$ cat src/rtl/div_sequencer.sv
// div_sequencer: multi-cycle RV32M divider/remainder unit sharing one carry-lookahead subtractor
module cla #(
  parameter int W = 32
) (
  input  logic [W-1:0] x,
  input  logic [W-1:0] y,
  input  logic         sub_en,
  output logic [W-1:0] sum,
  output logic         cout
);
  logic [W-1:0] yy, p, gk, pk, gn, pn;
  // Kogge-Stone prefix over generate/propagate with the carry-in folded into bit 0
  always_comb begin
    yy = sub_en ? ~y : y;
    p = x ^ yy;
    gk = x & yy;
    gk[0] = gk[0] | (p[0] & sub_en);
    pk = p;
    gn = gk;
    pn = pk;
    for (int d = 1; d < W; d = d * 2) begin
      gn = gk;
      pn = pk;
      for (int i = d; i < W; i++) begin
        gn[i] = gk[i] | (pk[i] & gk[i-d]);
        pn[i] = pk[i] & pk[i-d];
      end
      gk = gn;
      pk = pn;
    end
    sum = p ^ {gk[W-2:0], sub_en};
    cout = gk[W-1];
  end
endmodule

module div_sequencer #(
  parameter int WIDTH = 32
) (
  input  logic             clk,
  input  logic             rst_n,
  input  logic             flush,
  input  logic             inValid,
  output logic             inReady,
  input  logic [1:0]       op,
  input  logic [WIDTH-1:0] a,
  input  logic [WIDTH-1:0] b,
  output logic             outValid,
  input  logic             outReady,
  output logic [WIDTH-1:0] result,
  output logic             busy
);
  localparam int CW = $clog2(WIDTH);
  typedef enum logic [2:0] {IDLE, NEG_A, NEG_B, DIV, FIX, DONE} state_t;
  state_t state, nxt;
  logic [1:0] op_q;
  logic [WIDTH-1:0] a_q, b_q, dvs, rem, quo, cx, cy, sum, sel;
  logic [CW-1:0] cnt;
  logic cout, sgn, neg_q, acc, last, ge;
  assign sgn = ~op_q[0];
  assign sel = op_q[1] ? rem : quo;
  assign neg_q = sgn & (op_q[1] ? a_q[WIDTH-1] : a_q[WIDTH-1] ^ b_q[WIDTH-1]);
  assign acc = inValid & (state == IDLE) & ~flush;
  assign last = cnt == CW'(WIDTH - 1);
  // a set MSB in rem means the shifted partial remainder exceeds 2^WIDTH, so the step always succeeds
  assign ge = cout | rem[WIDTH-1];
  assign inReady = state == IDLE;
  assign busy = state != IDLE;
  assign outValid = state == DONE;
  assign cx = state == DIV ? {rem[WIDTH-2:0], quo[WIDTH-1]} : '0;
  assign cy = state == NEG_A ? a_q : state == NEG_B ? b_q : state == DIV ? dvs : sel;
  cla #(.W(WIDTH)) u_cla (.x(cx), .y(cy), .sub_en(1'b1), .sum(sum), .cout(cout));
  always_comb begin
    nxt = state;
    case (state)
      IDLE:    nxt = acc ? (b == '0 ? DONE : NEG_A) : IDLE;
      NEG_A:   nxt = NEG_B;
      NEG_B:   nxt = DIV;
      DIV:     nxt = last ? FIX : DIV;
      FIX:     nxt = DONE;
      default: nxt = outReady ? IDLE : DONE;
    endcase
    if (flush) nxt = IDLE;
  end
  always_ff @(posedge clk) begin
    if (!rst_n) state <= IDLE;
    else state <= nxt;
  end
  always_ff @(posedge clk) begin
    if (!rst_n) begin
      op_q <= '0;
      a_q <= '0;
      b_q <= '0;
      dvs <= '0;
      rem <= '0;
      quo <= '0;
      cnt <= '0;
      result <= '0;
    end else if (!flush) begin
      if (acc) begin
        op_q <= op;
        a_q <= a;
        b_q <= b;
        if (b == '0) result <= op[1] ? a : '1;
      end
      if (state == NEG_A) quo <= (sgn & a_q[WIDTH-1]) ? sum : a_q;
      if (state == NEG_B) begin
        dvs <= (sgn & b_q[WIDTH-1]) ? sum : b_q;
        rem <= '0;
        cnt <= '0;
      end
      if (state == DIV) begin
        rem <= ge ? sum : cx;
        quo <= {quo[WIDTH-2:0], ge};
        cnt <= cnt + 1'b1;
      end
      if (state == FIX) result <= neg_q ? sum : sel;
    end
  end
endmodule

$ cat config.mk
export PLATFORM = sky130hd
export DESIGN_NAME = div_sequencer
export DESIGN_NICKNAME = d
export VERILOG_FILES = /design/src/rtl/div_sequencer.sv
export SDC_FILE = /design/constraint.sdc
export NUM_CORES = 1
export LEC_CHECK = 0
export BUFFER_PORTS_ARGS = -buffer_cell sky130_fd_sc_hd__buf_2
export CORE_UTILIZATION = 26
export DETAILED_ROUTE_END_ITERATION = 8
export SETUP_SLACK_MARGIN = 0.5
export SYNTH_ARGS = -nofsm -noshare
export SYNTH_HDL_FRONTEND = slang
export SYNTH_SLANG_ARGS = --single-unit
$ cat constraint.sdc
create_clock -name clk -period 12.66 [get_ports clk]
set_input_delay 0 -clock clk [delete_from_list [all_inputs] [get_ports clk]]
set_output_delay 0 -clock clk [all_outputs]
set_load 0.02 [all_outputs]
**After elaboration in Yosys (flattened, before gate mapping)**

Index checks and enable logic that the tools add are counted.

- $lt $le $gt $ge: 0
- Multiply operators: 0
- Multiplexer cells: 25
- Reduce and logical (&&, ||, !) cells: 13
- Equal/unequal tests: 6
- Divide/modulo/power cells: 0
- Bitwise logic cells: 371
- Shifts and indexed selects: 0
- Add/subtract/negate cells: 1

Operators with widths:

| cell | number |
|---|---|
| 32-bit 2-to-1 mux | 17 |
| 1-bit bitwise AND | 232 |
| 1-bit bitwise OR | 131 |
| 32-bit XOR | 2 |
| 32-bit bitwise AND | 1 |
| 32-bit logical NOT | 1 |
| 32-bit NOT | 1 |
| 3-bit case mux with 5 select lines | 1 |
| 3-bit 2-to-1 mux | 4 |
| 5-bit 2-to-1 mux | 2 |
| 2-bit AND reduction | 4 |
| 2-bit nonzero test | 4 |
| 3-bit by 2-bit == test with 1-bit output, second input constant | 2 |
| 3-bit == test, second input constant | 2 |
| 5-bit by 1-bit adder with 5-bit output, second input constant | 1 |
| 5-bit == test, second input constant | 1 |
| 3-bit by 1-bit == test with 1-bit output, second input constant | 1 |
| 3-bit logical NOT | 1 |
| 1-bit NOT | 3 |
| 3-bit AND reduction | 1 |
| 3-bit nonzero test | 1 |
| 2-bit OR reduction | 1 |
| 1-bit 2-to-1 mux | 1 |
| 1-bit XOR | 1 |

- Memories: 0
- Input port bits: 71
- Logic and storage cells: 425
- Bits in latches: 0
- Flip-flop bits (word level): 202
- ROM bits: 0
- Bits in writable memories: 0

**Depth between registers and ports, before layout**

- Depth after elaboration: 20
- Mapped depth: 19

**Hierarchy**

A second synthesis with hierarchy kept.

- Cell total of the unflattened synthesis: 1699
- Area total of the unflattened synthesis: 13118.8 sq um

By module, submodules not included:

| module | times used | area each (sq um) | cells an instance |
|---|---|---|---|
| div_sequencer | 1 | 10949.3 | 1396 |
| cla | 1 | 2169.6 | 303 |

**Least setup slack after synthesis**

OpenSTA, ideal clock, no wires.

- Kind: register -> register
- Start point: register state[1]
- End point: register rem[0]
- Period minus slack after synthesis: 4169 ps
- Path slack: 8491 ps
- Data arrival time: 4051 ps
- Buffers on the path: 2
- Stages on the path, launching flop included: 18
- Cells stage by stage: dfxtp_1 inv_1 nor2_1 clkbuf_1 clkbuf_1 o21ai_0 o21ai_0 ha_1 inv_1 fa_1 a21o_1 a311o_1 a311oi_2 nor2_2 a311oi_2 nor3_4 or2_0 a32o_1

- Word-level cells in the longest chain between the ends: 20

Ends and longest elaborated chain:

| what | RTL line | RTL |
|---|---|---|
| from (decl) | 54 | `state_t state, nxt;` |
| from (signal assigned) | 86 | `else state <= nxt;` |
| 3-bit by 2-bit == test with 1-bit output | 69, 70, 111 |  |
| 32-bit 2-to-1 mux (3 in a row) | 70 | `assign cy = state == NEG_A ? a_q : state == NEG_B ? b_q : state == DIV ? dvs : sel;` |
| 32-bit NOT | 14 | `yy = sub_en ? ~y : y;` |
| 32-bit bitwise AND or 32-bit XOR (tied branches) | 16, 15 |  |
| 1-bit bitwise OR | 17 | `gk[0] = gk[0] \| (p[0] & sub_en);` |
| 1-bit bitwise AND | 25 | `gn[i] = gk[i] \| (pk[i] & gk[i-d]);` |
| 1-bit bitwise OR | 25 |  |
| 1-bit bitwise AND | 25 |  |
| [... 2 more ...] | -- |  |
| 1-bit bitwise OR | 25 |  |
| 1-bit bitwise AND | 25 |  |
| 1-bit bitwise OR | 25 |  |
| 1-bit bitwise AND | 25 |  |
| 1-bit bitwise OR | 25 |  |
| 1-bit bitwise OR | 65 | `assign ge = cout \| rem[WIDTH-1];` |
| 32-bit 2-to-1 mux | 112 | `rem <= ge ? sum : cx;` |
| 32-bit 2-to-1 mux | 111 | `if (state == DIV) begin` |
| to (signal assigned) | 112 |  |
| to (decl) | 56 | `logic [WIDTH-1:0] a_q, b_q, dvs, rem, quo, cx, cy, sum, sel;` |

Several ways; a longest one is shown, not always the timed one.
A chain may end at the register's enable or synchronous reset.

**Worst setup path in the final report**

- Start point: register state[1]
- End point: register rem[11]

Same word-level chain as after synthesis.

==> flow_metrics.py <==
metrics = {
    "run_status": {
        "status": "finished clean",
    },
    "worst_setup_path": {
        "cp_slowest_cell": "dfxtp_1",
        "worstPathRequired_ns": 13.07,
        "cpPeakStageDelay_ns": 0.79,
        "crit_type": "reg -> reg",
        "crit_buf_inv": 4,
        "critPathCaptureType": "flop",
        "cp.arrival_ns": 6.32,
        "crit_family": "simple AND/OR/NAND/NOR gates",
        "crit_path_max_fanout": 70,
        "critPathLaunchType": "flop",
        "path_cells": "inv_1 -> nor2_4 -> buf_4 -> and2_1 -> nand2_1 -> ha_1 -> inv_1 -> fa_1 -> a21o_1 -> a311o_1 -> a311oi_2 -> nor2_2 -> a311oi_2 -> nor3_4 -> buf_4 -> nor2_1 -> a221o_1",
    },
    "detailed_routing": {
        "vias": 12600,
        "drtIter0Drc": 1086,
        "finalWirelength_um": 45900,
        "drc_errors": 0,
        "wl_per_cell_um": 19.9,
        "detail-route-antenna-nets": 0,
        "firstDrtPassIters": 5,
        "vias_per_cell": 5.44,
    },
    "synth": {
        "synth_compound_area_frac": 0.290,
        "avgSynthCellArea_um2": 7.80,
        "syn_inst": 1595,
        "synth_nets": 1701,
        "synth-xor-area-share": 0.0223,
        "synth_cell_types": 75,
        "synth_edf_count": 0,
        "synthArstFlopShare": 0,
        "ys_seq_area_frac": 0.325,
        "synth_mux_area_frac": 0.0698,
        "synth_ff_type": "dfxtp_1",
        "synth_warnings": 0,
        "synth-seq-cells": 202,
        "synthAdderAreaFrac": 0.0358,
        "synth-simple-area-share": 0.207,
        "synth_top_family_by_area": "compound AO/OA/AOI/OAI gates",
        "synth_area_mm2": 0.0124,
    },
    "clock_tree": {
        "clk-insertion-delay-late_ns": 0.53,
        "tritoncts": "done",
        "numCtsBuffers": 23,
        "postCtsSetupBuffers": 0,
        "cts_buffer_depth": 3,
        "htreeDepth": 1,
        "cts.sinks": 202,
        "clk_pin_slew_ns": 0.06,
        "ctsRootBufferMaster": "clkbuf_16",
    },
    "finish": {
        "mostFrequentLayoutCell": "nand2_1",
        "num-nets-final": 1796,
        "layout-drive-gt1-share": 0.131,
        "final_area_mm2": 0.0149,
        "final_cell_mix": "288 x nand2_1, 200 x dfxtp_1, 117 x a21oi_1",
        "syn_to_final_growth_pct": 19.5,
        "antenna_cells": 0,
    },
    "place": {
        "placed_cell_area_mm2": 0.0134,
        "port_buffers": 105,
        "gp_congestion": 0.943,
        "hpwl_um": 32700,
        "place_ws_ns": 6.92,
    },
    "power_and_ir_drop": {
        "power_density_mw_per_mm2": 111,
        "vdd_drop_max_v": 0.0000843,
        "p_leak_nw": 5.59,
    },
    "sta": {
        "layout_setup_ws_ns": 6.75,
        "hold_viol_final": 0,
        "clock_skew_ns": 0.0135,
        "worstMarginPinSlew_ns": 1.20,
        "whs_ns": 0.262,
        "finalCriticalPeriod_ns": 5.91,
        "rsz0062_at_grt": "no",
        "slew_headroom": 0.189,
        "report.final.slew_viol_count": 0,
        "finalCritPeriodShare": 0.467,
        "fmax_mhz": 169,
        "setup_viol": 0,
        "finalSetupTns_ns": 0,
    },
    "die": {
        "rows": 79,
        "die_x_um": 221,
        "chipHeight_um": 221,
        "start_util": 0.266,
        "dieArea_mm2": 0.0487,
        "io_pins": 106,
        "coreArea_mm2": 0.0469,
    },
    "job": {
        "max_cap_viol_count": 0,
    },
    "global_routing": {
        "grt_max_degree": 89,
        "grt_pass1_vias": 11700,
        "grt_pass1_wl_um": 69800,
        "grt-ovfl-total": 0,
        "antenna_found_initial": 1,
        "grt_use_total": 0.185,
    },
    "worst_hold_path": {
        "hold_class": "in -> reg",
    },
}
==> worst reg2reg max path, delay by kind of cell (launching register included) <==
kind	cells	cell delay, ns
AOI/OAI and AO/OA	5	1.03
adders and majority gates	2	0.48
buffers and inverters	4	1.36
DFF	1	0.79
and+or+nand+nor	6	2.12
==> state kept, by name, indices dropped and copies added (netlist names) <==
name / flops
result: 32
state: 3
op_q: 2
quo: 32
a_q: 32
rem: 32
b_q: 32
dvs: 32
cnt: 5
==> synth_stat cells (5+ instances only) <==
library cell / n / area (um^2)
a211oi_1: 48 / 360
xnor2_1: 18 / 158
a221oi_1: 6 / 52.6
or3_1: 29 / 181
buf_6: 5 / 56.3
o21ai_0: 86 / 430
ha_1: 34 / 425
mux2_2: 22 / 248
nor3_1: 16 / 80.1
inv_1: 21 / 78.8
nor4_1: 10 / 62.6
nand2_1: 288 / 1080
a221o_1: 9 / 90.1
nor2_1: 89 / 334
nand3_1: 14 / 70.1
nand2b_1: 15 / 93.8
a21oi_1: 117 / 586
xor2_1: 10 / 87.6
a21boi_0: 77 / 578
o311ai_0: 12 / 105
o221ai_1: 13 / 114
dfxtp_1: 202 / 4040
and2_1: 15 / 93.8
and3_1: 39 / 244
nand4_1: 8 / 50.1
buf_2: 7 / 35.0
o211ai_1: 34 / 255
mux2i_1: 62 / 621
o21ai_1: 21 / 105
a21o_1: 15 / 113
clkbuf_1: 106 / 398
nor2b_1: 21 / 131
a32oi_1: 12 / 105
buf_1: 13 / 48.8
a31oi_1: 18 / 113
==> metrics by stage <==
stage	total power [mW]	utilization	cells
floorplan	0.875	-	1595
global placement	0.976	0.286	2196
detailed placement	0.976	0.286	2196
CTS	1.66	0.317	2312
global route	1.71	0.317	2312
finish	1.66	0.317	2312
==> layer usage <==
metal / GRT usage / vias to the layer above / wire length (um)
li1: - / 5955 / -
met2: 0.282 / 533 / 19900
met5: 0 / - / 13
met4: 0.0678 / 2 / 1570
met1: 0.260 / 5999 / 20900
met3: 0.0302 / 83 / 3580
==> cell families after synthesis <==
kind of cell | after synthesis
and+or+nand+nor | 563
AOI/OAI and AO/OA | 528
DFF | 202
buffers and inverters | 153
muxes | 84
adders and majority gates | 35
xor gates and xnor gates | 30
==> path summary, 6_finish.rpt <==
path	endpoint	from	depth (start not counted)	slack (ns)
max	rem[11]	state[1]	17	6.75
max reg2reg	rem[11]	state[1]	17	6.75
min	a_q[15]	inValid	5	0.26
min reg2reg	dvs[31]	dvs[31]	2	0.44
==> report_power, final <==
| group | switching, mW | leakage [nW] | total (mW) | internal [mW] |
|---|---|---|---|---|
| combinational | 0.214 | 3.59 | 0.327 | 0.113 |
| sequential | 0.0156 | 1.64 | 0.663 | 0.647 |
| clock | 0.285 | 0.358 | 0.667 | 0.382 |
==> timing repair <==
| item | 4_1_cts | 5_1_grt |
|---|---|---|
| endpoints found under the hold margin | 101 | 0 |
| resized for setup | 0 | 0 |
| hold buffers | 76 | 0 |
==> cell type report <==
class	instances	area (um^2)
Fill cell	4986	32000
Multi-Input combinational cell	1240	7820
Sequential cell	202	4050
Timing Repair Buffer	201	1440
Tap cell	607	759
Clock buffer	30	612
Clock inverter	10	111
Inverter	22	82.6
Note: power is estimated with default switching activity, not from simulation.
